### config.mk
export PLATFORM = sky130hd
export DESIGN_NAME = alu_selftest
export DESIGN_NICKNAME = d
export VERILOG_FILES = /design/src/rtl/alu_defs_pkg.sv /design/src/rtl/alu_vector_rom.sv /design/src/rtl/alu_selftest.sv
export SDC_FILE = /design/constraint.sdc
export NUM_CORES = 1
export LEC_CHECK = 0
export CAP_MARGIN = 20
export CORE_MARGIN = 1
export CORE_UTILIZATION = 25
export CTS_CLUSTER_SIZE = 24
export DETAILED_ROUTE_END_ITERATION = 16
export PLACE_DENSITY_LB_ADDON = 0.15
export SYNTH_ARGS = -nofsm -noshare
export SYNTH_HDL_FRONTEND = slang
export SYNTH_SLANG_ARGS = --single-unit
export TNS_END_PERCENT = 1
### constraint.sdc
create_clock -name clk -period 3.6 [get_ports clk]
set_input_delay 0.54 -clock clk [delete_from_list [all_inputs] [get_ports clk]]
set_output_delay 0.54 -clock clk [all_outputs]
set_load 0.01 [all_outputs]
### src/rtl/alu_defs_pkg.sv
// ---------------------------------------------------------------------------
// alu_defs_pkg
//   Shared definitions for the ALU self-test slice: ALUControl op-codes,
//   self-test FSM state encoding, flag bit positions inside the packed
//   {V,N,Zero} flag/mask vectors, and the default vector count.
// ---------------------------------------------------------------------------
package alu_defs_pkg;

    typedef enum logic [2:0] {
        OP_ADD = 3'b000,
        OP_SUB = 3'b001,
        OP_AND = 3'b010,
        OP_OR  = 3'b011,
        OP_XOR = 3'b100,
        OP_SLL = 3'b101,
        OP_SRL = 3'b110,
        OP_SLT = 3'b111
    } alu_op_e;

    typedef enum logic [1:0] {
        ST_IDLE,
        ST_APPLY,
        ST_CHECK,
        ST_DONE
    } state_e;

    // Bit positions inside the 3-bit flag and flag-mask vectors.
    localparam int unsigned FLAG_V = 2;
    localparam int unsigned FLAG_N = 1;
    localparam int unsigned FLAG_Z = 0;

    localparam int unsigned NUM_VEC_DEFAULT = 10;

    // first_fail value meaning "no vector has failed".
    localparam logic [3:0] NO_FAIL = 4'hF;

    function automatic logic [2:0] pack_flags(input logic v, input logic n, input logic z);
        logic [2:0] f;
        f         = '0;
        f[FLAG_V] = v;
        f[FLAG_N] = n;
        f[FLAG_Z] = z;
        return f;
    endfunction

endpackage

### src/rtl/alu_vector_rom.sv
// ---------------------------------------------------------------------------
// alu_vector_rom
//   Combinational table of ALU test vectors.
//   idx_i         : vector index
//   a_o, b_o      : operands
//   op_o          : ALUControl op-code
//   exp_result_o  : expected Result
//   exp_flags_o   : expected {V,N,Zero} (positions from alu_defs_pkg)
//   flag_mask_o   : which flags are compared; 0 means flags ignored
//   Indices beyond the table return an all-zero ADD 0+0 -> 0, flags ignored.
// ---------------------------------------------------------------------------
module alu_vector_rom
    import alu_defs_pkg::*;
#(
    parameter int unsigned WIDTH = 32
) (
    input  logic [3:0]       idx_i,
    output logic [WIDTH-1:0] a_o,
    output logic [WIDTH-1:0] b_o,
    output logic [2:0]       op_o,
    output logic [WIDTH-1:0] exp_result_o,
    output logic [2:0]       exp_flags_o,
    output logic [2:0]       flag_mask_o
);

    logic [31:0] a32;
    logic [31:0] b32;
    logic [31:0] r32;
    alu_op_e     op;

    always_comb begin
        a32         = '0;
        b32         = '0;
        r32         = '0;
        op          = OP_ADD;
        exp_flags_o = '0;
        flag_mask_o = '0;
        case (idx_i)
            4'd0: begin
                a32 = 32'd124; b32 = 32'd73; op = OP_ADD; r32 = 32'd197;
                exp_flags_o = pack_flags(1'b0, 1'b0, 1'b0); flag_mask_o = '1;
            end
            4'd1: begin
                a32 = 32'd124; b32 = 32'd73; op = OP_SUB; r32 = 32'd51;
                exp_flags_o = pack_flags(1'b0, 1'b0, 1'b0); flag_mask_o = '1;
            end
            4'd2: begin
                a32 = 32'd20; b32 = 32'd120; op = OP_SUB; r32 = 32'hFFFF_FF9C;
                exp_flags_o = pack_flags(1'b0, 1'b1, 1'b0); flag_mask_o = '1;
            end
            4'd3: begin
                a32 = 32'd124; b32 = 32'd124; op = OP_SUB; r32 = 32'd0;
                exp_flags_o = pack_flags(1'b0, 1'b0, 1'b1); flag_mask_o = '1;
            end
            4'd4: begin
                a32 = 32'd124; b32 = 32'd124; op = OP_AND; r32 = 32'd124;
            end
            4'd5: begin
                a32 = 32'hF0F0_F0F0; b32 = 32'h0F0F_0F0F; op = OP_OR; r32 = 32'hFFFF_FFFF;
            end
            4'd6: begin
                a32 = 32'hFFFF_0000; b32 = 32'h0FF0_0FF0; op = OP_XOR; r32 = 32'hF00F_0FF0;
            end
            4'd7: begin
                a32 = 32'd1; b32 = 32'd31; op = OP_SLL; r32 = 32'h8000_0000;
            end
            4'd8: begin
                a32 = 32'h8000_0000; b32 = 32'd4; op = OP_SRL; r32 = 32'h0800_0000;
            end
            4'd9: begin
                a32 = 32'd20; b32 = 32'd120; op = OP_SLT; r32 = 32'd1;
            end
            default: ;
        endcase
        a_o          = WIDTH'(a32);
        b_o          = WIDTH'(b32);
        op_o         = op;
        exp_result_o = WIDTH'(r32);
    end

endmodule

### src/rtl/alu_selftest.sv
// ---------------------------------------------------------------------------
// alu_selftest
//   Sequential self-test engine for the combinational ALU. Applies each
//   table vector for one cycle (APPLY), samples the ALU in the next (CHECK),
//   then reports pass / fail_count / first_fail with a one-cycle done pulse.
//   clk, reset (async, active-high), start (honoured in IDLE only)
//   alu_a, alu_b, alu_ctrl : registered drive to the ALU inputs
//   alu_result, alu_v, alu_n, alu_zero : ALU outputs under test
//   busy, done, pass, fail_count, first_fail : status
// ---------------------------------------------------------------------------
module alu_selftest
    import alu_defs_pkg::*;
#(
    parameter int unsigned WIDTH   = 32,
    parameter int unsigned NUM_VEC = NUM_VEC_DEFAULT
) (
    input  logic             clk,
    input  logic             reset,
    input  logic             start,
    output logic [WIDTH-1:0] alu_a,
    output logic [WIDTH-1:0] alu_b,
    output logic [2:0]       alu_ctrl,
    input  logic [WIDTH-1:0] alu_result,
    input  logic             alu_v,
    input  logic             alu_n,
    input  logic             alu_zero,
    output logic             busy,
    output logic             done,
    output logic             pass,
    output logic [4:0]       fail_count,
    output logic [3:0]       first_fail
);

    localparam logic [3:0] LAST_IDX = 4'(NUM_VEC - 1);

    state_e           state_q, state_d;
    logic [3:0]       idx_q, idx_d;
    logic [WIDTH-1:0] alu_a_q, alu_a_d;
    logic [WIDTH-1:0] alu_b_q, alu_b_d;
    logic [2:0]       alu_ctrl_q, alu_ctrl_d;
    logic [WIDTH-1:0] exp_result_q, exp_result_d;
    logic [2:0]       exp_flags_q, exp_flags_d;
    logic [2:0]       flag_mask_q, flag_mask_d;
    logic             pass_q, pass_d;
    logic [4:0]       fail_count_q, fail_count_d;
    logic [3:0]       first_fail_q, first_fail_d;

    logic [3:0]       rom_idx;
    logic [WIDTH-1:0] rom_a, rom_b, rom_result;
    logic [2:0]       rom_op, rom_flags, rom_mask;
    logic             mismatch;

    // The ROM is addressed by the index of the vector about to be loaded,
    // so the operand registers and the expected values are captured
    // together on the edge that enters APPLY.
    assign rom_idx = (state_q == ST_CHECK) ? idx_q + 4'd1 : '0;

    alu_vector_rom #(
        .WIDTH(WIDTH)
    ) u_rom (
        .idx_i        (rom_idx),
        .a_o          (rom_a),
        .b_o          (rom_b),
        .op_o         (rom_op),
        .exp_result_o (rom_result),
        .exp_flags_o  (rom_flags),
        .flag_mask_o  (rom_mask)
    );

    assign mismatch = (alu_result != exp_result_q) ||
                      (((pack_flags(alu_v, alu_n, alu_zero) ^ exp_flags_q) & flag_mask_q) != '0);

    always_comb begin
        state_d      = state_q;
        idx_d        = idx_q;
        alu_a_d      = alu_a_q;
        alu_b_d      = alu_b_q;
        alu_ctrl_d   = alu_ctrl_q;
        exp_result_d = exp_result_q;
        exp_flags_d  = exp_flags_q;
        flag_mask_d  = flag_mask_q;
        pass_d       = pass_q;
        fail_count_d = fail_count_q;
        first_fail_d = first_fail_q;

        case (state_q)
            ST_IDLE: begin
                if (start) begin
                    state_d      = ST_APPLY;
                    idx_d        = '0;
                    fail_count_d = '0;
                    first_fail_d = NO_FAIL;
                    pass_d       = 1'b0;
                    alu_a_d      = rom_a;
                    alu_b_d      = rom_b;
                    alu_ctrl_d   = rom_op;
                    exp_result_d = rom_result;
                    exp_flags_d  = rom_flags;
                    flag_mask_d  = rom_mask;
                end
            end
            ST_APPLY: begin
                state_d = ST_CHECK;
            end
            ST_CHECK: begin
                if (mismatch) begin
                    fail_count_d = fail_count_q + 5'd1;
                    if (first_fail_q == NO_FAIL) begin
                        first_fail_d = idx_q;
                    end
                end
                if (idx_q == LAST_IDX) begin
                    state_d    = ST_DONE;
                    alu_a_d    = '0;
                    alu_b_d    = '0;
                    alu_ctrl_d = '0;
                    // Result is visible alongside the done pulse.
                    pass_d     = (fail_count_d == '0);
                end else begin
                    state_d      = ST_APPLY;
                    idx_d        = idx_q + 4'd1;
                    alu_a_d      = rom_a;
                    alu_b_d      = rom_b;
                    alu_ctrl_d   = rom_op;
                    exp_result_d = rom_result;
                    exp_flags_d  = rom_flags;
                    flag_mask_d  = rom_mask;
                end
            end
            ST_DONE: begin
                state_d = ST_IDLE;
            end
            default: begin
                state_d = ST_IDLE;
            end
        endcase
    end

    always_ff @(posedge clk or posedge reset) begin
        if (reset) begin
            state_q      <= ST_IDLE;
            idx_q        <= '0;
            alu_a_q      <= '0;
            alu_b_q      <= '0;
            alu_ctrl_q   <= '0;
            exp_result_q <= '0;
            exp_flags_q  <= '0;
            flag_mask_q  <= '0;
            pass_q       <= 1'b0;
            fail_count_q <= '0;
            first_fail_q <= NO_FAIL;
        end else begin
            state_q      <= state_d;
            idx_q        <= idx_d;
            alu_a_q      <= alu_a_d;
            alu_b_q      <= alu_b_d;
            alu_ctrl_q   <= alu_ctrl_d;
            exp_result_q <= exp_result_d;
            exp_flags_q  <= exp_flags_d;
            flag_mask_q  <= flag_mask_d;
            pass_q       <= pass_d;
            fail_count_q <= fail_count_d;
            first_fail_q <= first_fail_d;
        end
    end

    assign alu_a      = alu_a_q;
    assign alu_b      = alu_b_q;
    assign alu_ctrl   = alu_ctrl_q;
    assign busy       = (state_q == ST_APPLY) || (state_q == ST_CHECK);
    assign done       = (state_q == ST_DONE);
    assign pass       = pass_q;
    assign fail_count = fail_count_q;
    assign first_fail = first_fail_q;

endmodule

==> results.toml, run 1 <==
[status]
status = "finished clean"

[synth]
avgSynthCellArea_um2 = 9.27
yosys_warnings = 0
synthCells = 362
ys_seq_area_share_pct = 38.9
synth-xor-area-share_pct = 4.44
synth_compound_area_share_pct = 20.6
ys_seq_elements = 52
synth-adder-area-share_pct = 2.24
async_reset_ff_share_pct = 100
syn_area_mm2 = 0.00335
synth_top_family_by_area = "compound AO/OA/AOI/OAI gates"
synth-edff-count = 0
yosys.area_share.simple_pct = 19.5
muxShareOfSynthArea_pct = 0.634
synth_cell_types = 62
synth-main-ff-cell = "dfrtp_1"

[critical_path]
cp_cell_sequence = "clkdlybuf4s50_1, or4_1, nor4_2, o221ai_4, nor2_4, nor2_1, mux2_2"
reg2reg_slack_ns = 1.19
critical-path-max-stage-delay_ns = 0.54
r2r_start = "idx_q[0]$_DFFE_PP0P_"
worstSetupEndpoint = "fail_count[0]$_DFFE_PP0P_"
startpoint_type = "input port"
rr_worst_depth = 7
startpoint = "alu_result[10]"
r2r_end = "exp_result_q[7]$_DFFE_PP0P_"
crit_path_top_delay_cell = "or4_1"
required_ns = 3.78
path_class = "input port to flop"
crit_path_end_kind = "flop"
path_max_fanout = 10
critPathArrivalTime_ns = 2.67

[timing]
maxSlewHeadroom_pct = 51.5
tightest_slew_ns = 0.726
fin_worst_skew_ns = 0.00550
finalSetupViolations = 0
rsz0062_at_grt = "false"
fmax_ghz = 0.401
drv_slew = 0
finalCritPeriodShare_pct = 69.2
final_hold_viol_count = 0
setup_ws_ns = 1.11
fin_tns_setup_ns = 0
post-route-min-period_ns = 2.49

[placed_design]
dp_hpwl_um = 6330
place.gp.congestion = 0.762
placed_cells = 591
place_ws_ns = 0.794
io_buffers = 103

[die]
fp.dieW_um = 118
start_util_pct = 26.2
core_area_mm2 = 0.0128
dieArea_mm2 = 0.0139
die_y_um = 118
pin_count = 117
num_rows = 41

[cts]
cts_setup_buffers = 0
root_buffer = "clkbuf_16"
cts_tree = "yes"
numCtsBuffers = 5
clk_latency_ns = 0.29
hold_buffers = 0
cts-resized-gates = 0
h-tree-depth = 2
cts_sinks = 52
path_clk_slew_ns = 0.07
clock_path_buffers = 2

[global_routing]
grt_overflow_total = 0
grt_use_total_pct = 12.7
grt_pass1_wl_um = 14300
grt_pass1_vias = 2695
grt_max_degree = 50
antenna_found_initial = 0

[cells_and_area]
antenna_cells = 0
final_util_pct = 34.6
drive_above_1_share_pct = 8.64
area_growth_pct = 32.4
nNetsFinal = 471
stdcell_count = 600

[pwr]
p_total_mw = 2.83
p_per_area_mw_per_mm2 = 637
p_leak_nw = 1.78
ir_drop_v = 0.000275

[detailed_routing]
drc = 0
vias = 2708
wire_per_inst_um = 14.3
routed_via_density = 4.51
drtPass1Iterations = 5
detail-route-antenna-nets = 0
drt-total-wl_um = 8570
drt_iter0_drc = 93

[run]
maxCapViolCount = 0

[worst_hold_path]
worstHoldPathType = "flop to flop"
-- sequential cells by signal, summed over array words and instances, names as in the netlist --
register      count
alu_a             8
alu_b            10
alu_ctrl          3
exp_flags_q       2
exp_result_q     12
fail_count        5
first_fail        4
flag_mask_q       1
idx_q             4
pass              1
state_q           2
-- layout by cell type (no fill, tap or decap), types with 9 or more instances in the layout --
master,synthesis,final
clkdlybuf4s50_1,0,103
a22o_1,9,9
nor2_1,11,11
dfrtp_1,48,48
a21oi_1,11,10
conb_1,1,13
nand3_1,10,10
o21ai_1,17,16
nand2_1,50,50
o21ai_0,11,11
xor2_1,13,13
-- worst max-delay path, delay by kind of cell --
kind,cells,cell delay (ns)
compound gates,1,0.21
simple gates,4,1.23
mux,1,0.27
buf+inv,1,0.42
-- per-stage QoR --
| step | hold slack [ns] | area (µm²) |
|---|---|---|
| after CTS | 0.489 | 4420 |
| after floorplan | 0.459 | 3400 |
| after global routing | 0.498 | 4440 |
| after global placement | 0.465 | 4270 |
| final | 0.483 | 4440 |
| after detailed placement | 0.473 | 4270 |
-- cells by family after synthesis --
family,after synthesis
other cells,1
xor+xnor,17
mux,2
compound gates,94
buf+inv,72
flops,52
simple gates,118
fa+ha+maj,6
-- per-layer routing --
layer  track usage (%)  part of all wire [%]
met1              16.9                    48
met4              3.13                   1.2
met2              20.8                    46
met5                 0                     0
met3              2.47                   4.2
-- cell usage after synthesis, types with 2 or more instances --
master / number / share of area [%]
xor2_1: 13 / 3.4
a22o_1: 9 / 2.4
or4_1: 4 / 0.90
o41ai_1: 5 / 1.3
dfstp_2: 4 / 3.1
or3_1: 3 / 0.56
buf_4: 46 / 10
nor2_1: 11 / 1.2
and2_1: 3 / 0.56
o31ai_1: 4 / 0.90
o21ai_1: 17 / 2.5
and3_1: 2 / 0.37
xnor2_1: 4 / 1.0
nor3b_1: 2 / 0.45
a21oi_1: 11 / 1.6
nand4_1: 8 / 1.5
nor4_4: 2 / 1.3
a21boi_1: 2 / 0.45
nor3_1: 4 / 0.60
o22ai_1: 2 / 0.37
nand2_1: 50 / 5.6
nand3_1: 10 / 1.5
a21o_1: 5 / 1.1
o21ai_0: 11 / 1.6
o221ai_1: 2 / 0.52
ha_1: 6 / 2.2
clkbuf_1: 16 / 1.8
nor4_2: 2 / 0.75
o211ai_1: 4 / 0.90
nor2b_1: 2 / 0.37
a31oi_1: 6 / 1.1
inv_1: 8 / 0.90
nand2b_1: 5 / 0.93
dfrtp_1: 48 / 36
o21a_1: 3 / 0.67
a211o_1: 2 / 0.52
-- worst min path at each step --
stage / from / endpoint / cells after the start
finish: alu_a[3]$_DFFE_PP0P_ / alu_a[3]$_DFFE_PP0P_ / 1
global route: alu_a[3]$_DFFE_PP0P_ / alu_a[3]$_DFFE_PP0P_ / 1
CTS: alu_a[3]$_DFFE_PP0P_ / alu_a[3]$_DFFE_PP0P_ / 1
detailed placement: alu_a[3]$_DFFE_PP0P_ / alu_a[3]$_DFFE_PP0P_ / 1
global placement: alu_a[3]$_DFFE_PP0P_ / alu_a[3]$_DFFE_PP0P_ / 1
floorplan: exp_result_q[1]$_DFFE_PP0P_ / exp_result_q[1]$_DFFE_PP0P_ / 2
-- final cells by class --
class | instances | area [µm²]
sequential | 52 | 1310
fill | 1323 | 8380
inverter | 8 | 30.0
tap | 172 | 215
clock buffer | 8 | 146
timing repair buffer | 110 | 1100
multi-input combinational | 250 | 1650
-- power by group --
part | leakage [nW] | total (mW) | switching [mW] | internal [mW]
clock network | 0.0712 | 0.490 | 0.211 | 0.278
logic | 1.05 | 1.42 | 0.801 | 0.616
registers | 0.656 | 0.920 | 0.157 | 0.764
Power figures use the tool's default switching activity.
==> inputs of run 2 (changes only) <==
- clock period: 3.6 -> 2.52 ns (I/O delays scaled with it)
==> run 2 against run 1 <==
Net effect:
- register-to-register slack got worse by 0.84 ns
- clock skew about the same
- die area unchanged
- non-clock buffer count increased by 5
- critical path depth unchanged
- count of clock-buffer cells in the layout unchanged
- global-route usage about the same
- sequential power increased by 40%
- worst setup slack got worse by 0.87 ns
- largest cell class unchanged
- highest routed layer unchanged
==> results.toml, run 2 (same netlist as run 1, synthesis figures left out) <==
[status]
status = "finished clean"

[cts]
hold_buffers = 0
cts_setup_buffers = 0
numCtsBuffers = 5
cts-resized-gates = 0
cts_tree = "yes"
h-tree-depth = 2
clock_path_buffers = 2
root_buffer = "clkbuf_16"
path_clk_slew_ns = 0.07
clk_latency_ns = 0.29
cts_sinks = 52

[timing]
post-route-min-period_ns = 2.29
tightest_slew_ns = 0.606
setup_ws_ns = 0.235
rsz0062_at_grt = "false"
fmax_ghz = 0.438
drv_slew = 0
finalCritPeriodShare_pct = 90.7
fin_worst_skew_ns = 0.00566
final_hold_viol_count = 0
maxSlewHeadroom_pct = 59.3
finalSetupViolations = 0

[die]
die_y_um = 118
core_area_mm2 = 0.0128
pin_count = 117
num_rows = 41
dieArea_mm2 = 0.0139
fp.dieW_um = 118
start_util_pct = 26.2

[placed_design]
place_ws_ns = -0.0879
place.gp.congestion = 0.775
dp_hpwl_um = 6550
io_buffers = 103
place_area_mm2 = 0.00436

[critical_path]
crit_path_end_kind = "flop"
cp_cell_sequence = "clkdlybuf4s50_1, or4_1, nor4_2, o221ai_4, nor2_4, mux2i_1, o31ai_2"
crit_path_top_delay_cell = "or4_1"
startpoint_type = "input port"
critPathArrivalTime_ns = 2.46
path_max_fanout = 7
required_ns = 2.69
path_class = "input port to flop"
critical-path-max-stage-delay_ns = 0.54

[global_routing]
grt_max_degree = 33
antenna_found_initial = 0
grt_overflow_total = 0
grt_pass1_wl_um = 14400
grt_use_total_pct = 12.6
grt_pass1_vias = 2809

[detailed_routing]
detail-route-antenna-nets = 0
routed_via_density = 4.55
drtPass1Iterations = 4
vias = 2751
wire_per_inst_um = 14.2
drt_iter0_drc = 104
drc = 0
drt-total-wl_um = 8610

[pwr]
ir_drop_v = 0.000579
p_per_area_mw_per_mm2 = 919
p_total_mw = 4.14
p_leak_nw = 1.81

[cells_and_area]
antenna_cells = 0
top_register = "exp_result_q"
largest_reg_flops = 12
drive_above_1_share_pct = 9.70
fin_area_mm2 = 0.00450
nNetsFinal = 476
area_growth_pct = 34.2
final_common_cell = "clkdlybuf4s50_1"
layout_common_cells = "clkdlybuf4s50_1 (103), nand2_1 (50), dfrtp_1 (48), o21ai_1 (16)"

[worst_hold_path]
worstHoldPathType = "input port to asynchronous set/reset pin"

[run]
maxCapViolCount = 0
run 2: stage by stage:
step,util [%],hold WS (ns),TNS [ns],std cells
after floorplan,-,0.459,0,374
after global placement,34.0,0.465,-0.0880,597
after detailed placement,34.0,0.470,-0.218,597
after CTS,35.1,0.358,0,605
after global routing,35.1,0.380,0,605
final,35.1,0.352,0,605
run 2: cell type report:
type                    count  area [µm²]
clock buffers               8         146
fillers                  1329        8320
inverters                   8        30.0
multi-input cells         250        1650
flip-flops and latches     52        1310
well taps                 172         215
repair buffers            115        1160
run 2: report_power, final:
group | internal (mW) | switching, mW
clock | 0.397 | 0.290
sequential | 1.09 | 0.202
combinational | 0.970 | 1.19
run 2: worst max-delay path: cells and delay by family:
family | cells | cell delay [ns]
mux | 1 | 0.26
buf+inv | 1 | 0.41
compound gates | 2 | 0.29
simple gates | 3 | 1.11
run 2: worst paths after layout:
kind                                          from                           to  slack, ns  depth (start not counted)
setup / recovery                    alu_result[10]             pass$_DFFE_PP0P_       0.23                          7
hold reg to reg            alu_ctrl[0]$_DFFE_PP0P_      alu_ctrl[0]$_DFFE_PP0P_       0.48                          2
max in group asynchronous                    reset    first_fail[3]$_DFFE_PP1P_       1.67                          3
hold / removal                               reset        alu_a[15]$_DFFE_PP0P_       0.35                          2
setup reg to reg              idx_q[0]$_DFFE_PP0P_  exp_result_q[7]$_DFFE_PP0P_       0.35                          7
min in group clk           alu_ctrl[0]$_DFFE_PP0P_      alu_ctrl[0]$_DFFE_PP0P_       0.48                          2
run 2: routing by layer:
layer  routed length [µm]  global-route usage [%]  up-vias
met1                 4110                    16.9     1301
li1                     -                       -     1374
met5                    0                       0        -
met3                  374                    2.66        7
met4                   60                    2.16        0
met2                 4070                    21.1       69
==> inputs of run 3 (changes only) <==
- SETUP_SLACK_MARGIN: not set -> 0.15
==> run 3 against run 2 <==
Net effect:
- final area increased by 0.31%
- die area unchanged
- count of clock-buffer cells in the layout unchanged
- combinational power about the same
- via count decreased by 0.22%
==> results.toml, run 3 (same netlist as run 1, synthesis figures left out) <==
[status]
status = "finished clean"

[placed_design]
place.gp.congestion = 0.775
placed_cells = 597
io_buffers = 103
dp_hpwl_um = 6550

[pwr]
p_per_area_mw_per_mm2 = 917
ir_drop_v = 0.000579
p_leak_nw = 1.82

[cells_and_area]
area_growth_pct = 34.7
nNetsFinal = 476
final_common_cell = "clkdlybuf4s50_1"
drive_above_1_share_pct = 9.93
antenna_cells = 0
final_util_pct = 35.2
layout_common_cells = "clkdlybuf4s50_1 (103), nand2_1 (50), dfrtp_1 (48), o21ai_1 (16)"
stdcell_count = 605
top_register = "exp_result_q"
largest_reg_flops = 12

[timing]
drv_slew = 0
finalCritPeriodShare_pct = 89.8
finalSetupViolations = 0
final_hold_viol_count = 0
fin_worst_skew_ns = 0.00571
rsz0062_at_grt = "true"
fmax_ghz = 0.442
tightest_slew_ns = 0.606
maxSlewHeadroom_pct = 59.3
post-route-min-period_ns = 2.26

[critical_path]
r2r_start = "idx_q[0]$_DFFE_PP0P_"
required_ns = 2.69
path_max_fanout = 7
startpoint_type = "input port"
crit_path_end_kind = "flop"
path_class = "input port to flop"
reg2reg_slack_ns = 0.33
critPathArrivalTime_ns = 2.43
rr_worst_depth = 7
r2r_end = "exp_result_q[7]$_DFFE_PP0P_"

[detailed_routing]
detail-route-antenna-nets = 0
drc = 0
drt_iter0_drc = 102
routed_via_density = 4.54
vias = 2745
drtPass1Iterations = 4
drt-total-wl_um = 8620
wire_per_inst_um = 14.2

[global_routing]
grt_pass1_vias = 2809
grt_use_total_pct = 12.6
grt_overflow_total = 0
antenna_found_initial = 0
grt_pass1_wl_um = 14400
grt_max_degree = 33

[die]
num_rows = 41
die_y_um = 118
dieArea_mm2 = 0.0139
core_area_mm2 = 0.0128
fp.dieW_um = 118
pin_count = 117
start_util_pct = 26.2

[cts]
cts_tree = "yes"
cts_sinks = 52
h-tree-depth = 2
cts_setup_buffers = 0
clk_latency_ns = 0.29
path_clk_slew_ns = 0.07
numCtsBuffers = 5
root_buffer = "clkbuf_16"
clock_path_buffers = 2

[worst_hold_path]
worstHoldPathType = "input port to asynchronous set/reset pin"

[run]
maxCapViolCount = 0
-- run 3: stage by stage --
stage	hold WS [ns]	instance area, µm²	setup TNS (ns)	total power [mW]	setup slack, ns
CTS	0.358	4500	0	4.21	0.213
global placement	0.465	4360	-0.0880	3.48	-0.0485
floorplan	0.459	3400	0	2.64	0.407
global route	0.380	4520	0	4.50	0.136
finish	0.350	4520	0	4.14	0.256
detailed placement	0.470	4360	-0.218	3.50	-0.0879
-- run 3: how the worst max path moves through the flow --
stage / endpoint / slack, ns / start / depth (start not counted)
2_1_floorplan: exp_result_q[31]$_DFFE_PP0P_ / 0.41 / state_q[0]$_DFFE_PP0P_ / 9
3_3_place_gp: fail_count[0]$_DFFE_PP0P_ / -0.05 / alu_result[10] / 7
3_5_place_dp: pass$_DFFE_PP0P_ / -0.09 / alu_result[10] / 7
4_1_cts: pass$_DFFE_PP0P_ / 0.21 / alu_result[10] / 7
5_1_grt: pass$_DFFE_PP0P_ / 0.14 / alu_result[10] / 7
6_report: pass$_DFFE_PP0P_ / 0.26 / alu_result[14] / 7
-- run 3: final cells by class --
cell class	instances	area, µm²
Timing Repair Buffer	115	1160
Fill cell	1327	8310
Clock buffer	8	146
Inverter	8	30.0
Multi-Input combinational cell	250	1660
Sequential cell	52	1310
Tap cell	172	215
-- run 3: per-layer routing --
| metal | GRT usage [%] | routed length, µm | up-vias |
|---|---|---|---|
| li1 | - | - | 1373 |
| met1 | 16.9 | 4120 | 1300 |
| met2 | 21.1 | 4080 | 65 |
| met3 | 2.66 | 361 | 7 |
| met4 | 2.16 | 60 | 0 |
| met5 | 0 | 0 | - |
-- run 3: worst max-delay path, cell delays in order --
cell and delay [ns]:
clkdlybuf4s50_1 0.42, or4_1 0.54, nor4_2 0.32, o221ai_4 0.22, nor2_4 0.23, mux2i_1 0.26
o31ai_2 0.07
-- run 3: where the power goes --
part,switching [mW],internal [mW],total (mW)
clock network,0.290,0.397,0.687
logic,1.19,0.971,2.16
registers,0.202,1.09,1.29
-- run 3: what timing repair did --
item | in CTS | in global routing
endpoints found under the hold margin | 0 | 0
setup endpoints to repair | 0 | 7
resized for setup | 0 | 2
hold buffers | 0 | 0
==> RTL edit, RTL diff (flow settings as in run 3) <==
Register the outputs `busy` and `done`, with the module's reset; this adds one clock of latency there. The other outputs are not delayed to match. Comments in the files are not updated.
--- a/src/rtl/alu_selftest.sv
+++ b/src/rtl/alu_selftest.sv
@@ -167,8 +167,15 @@
     assign alu_a      = alu_a_q;
     assign alu_b      = alu_b_q;
     assign alu_ctrl   = alu_ctrl_q;
-    assign busy       = (state_q == ST_APPLY) || (state_q == ST_CHECK);
-    assign done       = (state_q == ST_DONE);
+    always_ff @(posedge clk or posedge reset) begin
+        if (reset) begin
+            busy <= '0;
+            done <= '0;
+        end else begin
+            busy <= (state_q == ST_APPLY) || (state_q == ST_CHECK);
+            done <= (state_q == ST_DONE);
+        end
+    end
     assign pass       = pass_q;
     assign fail_count = fail_count_q;
     assign first_fail = first_fail_q;
Behaviour: not the same (a bounded check fails within 4 cycles, from zero or initial values and one cycle with reset high).
==> RTL edit against run 3 <==
Sequential cell count rose by 2; count of clock-buffer cells in the layout fell by 2; clock power rose by 17%; setup slack got worse by 63 ps; wire length rose by 9.7%; sequential power rose by 8%; critical path type unchanged; synthesized area rose by 2.7%; critical endpoint unchanged; global-route usage rose by 1.2 points; total power rose by 14%; sequential share of layout area fell by 0.59 points; clock skew rose by 2.0 ps; largest cell class unchanged; cell area rose by 6.0%; non-clock buffer count rose by 20.
==> RTL edit: results (changes against run 3) <==
metric;value;unit;change
multi_input_cells;254;;+1.6%
pg_comb;2510;uW;+16%
nFillCells;1354;;+2.0%
seq-power;1390;uW;+8%
skew;7.709;ps;+2.002 ps
use_met2;23.29;%;+2.2 points
status;finished, final reports clean;;
ys_warn_count;0;;unchanged
drt-initial-drc-count;167;;+64%
vias_per_cell;4.746;;+4.6%
grt_pass1_vias;3035;;+8.0%
gp_congestion;0.8305;;+7.1%
synthMuxAreaShare;0.6173;%;-0.017 points
clock-sinks;54;;+3.8%
area_share_clock_buf_inv;3.528;%;+0.29 points
fin_nets;505;;+6.1%
grt_max_degree;34;;+3.0%
hpwl;7.305;mm;+12%
synth_area_leaders;dfrtp_1, buf_4, nand2_1, a22o_1, xor2_1;;
seq_area_frac_synth;39.36;%;+0.42 points
top_power_group;combinational logic;;
drive_gt1_share;13.45;%;+3.5 points
grt_usage;13.84;%;+1.2 points
synth_cells;372;;+2.8%
wl_met2;4.502;mm;+10%
synth_xor_area_share;4.575;%;+0.14 points
dr_wl_met3;364;um;+0.83%
power;4705;uW;+14%
n_all_inverters;11;;+3
p_leak;0.002016;uW;+11%
yosys-top-cells-count;dfrtp_1, buf_4, nand2_1;;
dr.pass1.iters;5;;+1
synth_most_common_cell;dfrtp_1;;
nClkBuffers;6;;-2
ys_types;65;;+4.8%
fin_cells;637;;+5.3%
cpPeakStageDelay;530;ps;
met1_length;4.436;mm;+7.7%
dpl-instance-area;4599;um^2;+5.6%
wirelength;9.461;mm;+9.7%
synthAdderAreaFrac;2.179;%;-0.059 points
dp_cells;630;;+5.5%
holdCritPathClass;in -> async;;
grt.met3_usage;2.155;%;-0.51 points
buffers_excl_clock;135;;+17%
power.density;982.6;nW/um^2;+7.2%
timing.slew.headroom;59.21;%;-0.11 points
ff_latch_area;1356;um^2;+3.8%
cp.arrival;2530;ps;+100 ps
preCtsSetupSlack;-157.6;ps;-69.75 ps
met1_usage;17.93;%;+1.1 points
layout.nonclk_buf_share;27.33;%;+1.7 points
cts_resized;1;;+1
multi_input_area_share;35.35;%;-1.4 points
irDropWorstVdd;0.0003856;V;-33%
RTL edit: cell count changes after synthesis, sizes merged, moves of 3 or more:
cell,before,now
a22o,9,15
inv,8,11
nor2,12,16
nor3,5,10
o21ai,28,31
nand2,50,33
RTL edit: worst paths after layout:
check / startpoint / endpoint / slack [ps] / cells past startpoint
hold / removal: reset / done$_DFF_PP0_ / 480 / 2
setup reg to reg: idx_q[0]$_DFFE_PP0P_ / alu_b[4]$_DFFE_PP0P_ / 210 / 9
setup / recovery: alu_result[14] / pass$_DFFE_PP0P_ / 190 / 7
min in group clk: alu_b[0]$_DFFE_PP0P_ / alu_b[0]$_DFFE_PP0P_ / 480 / 2
hold reg to reg: alu_b[0]$_DFFE_PP0P_ / alu_b[0]$_DFFE_PP0P_ / 480 / 2
max in group asynchronous: reset / exp_result_q[31]$_DFFE_PP0P_ / 1470 / 3
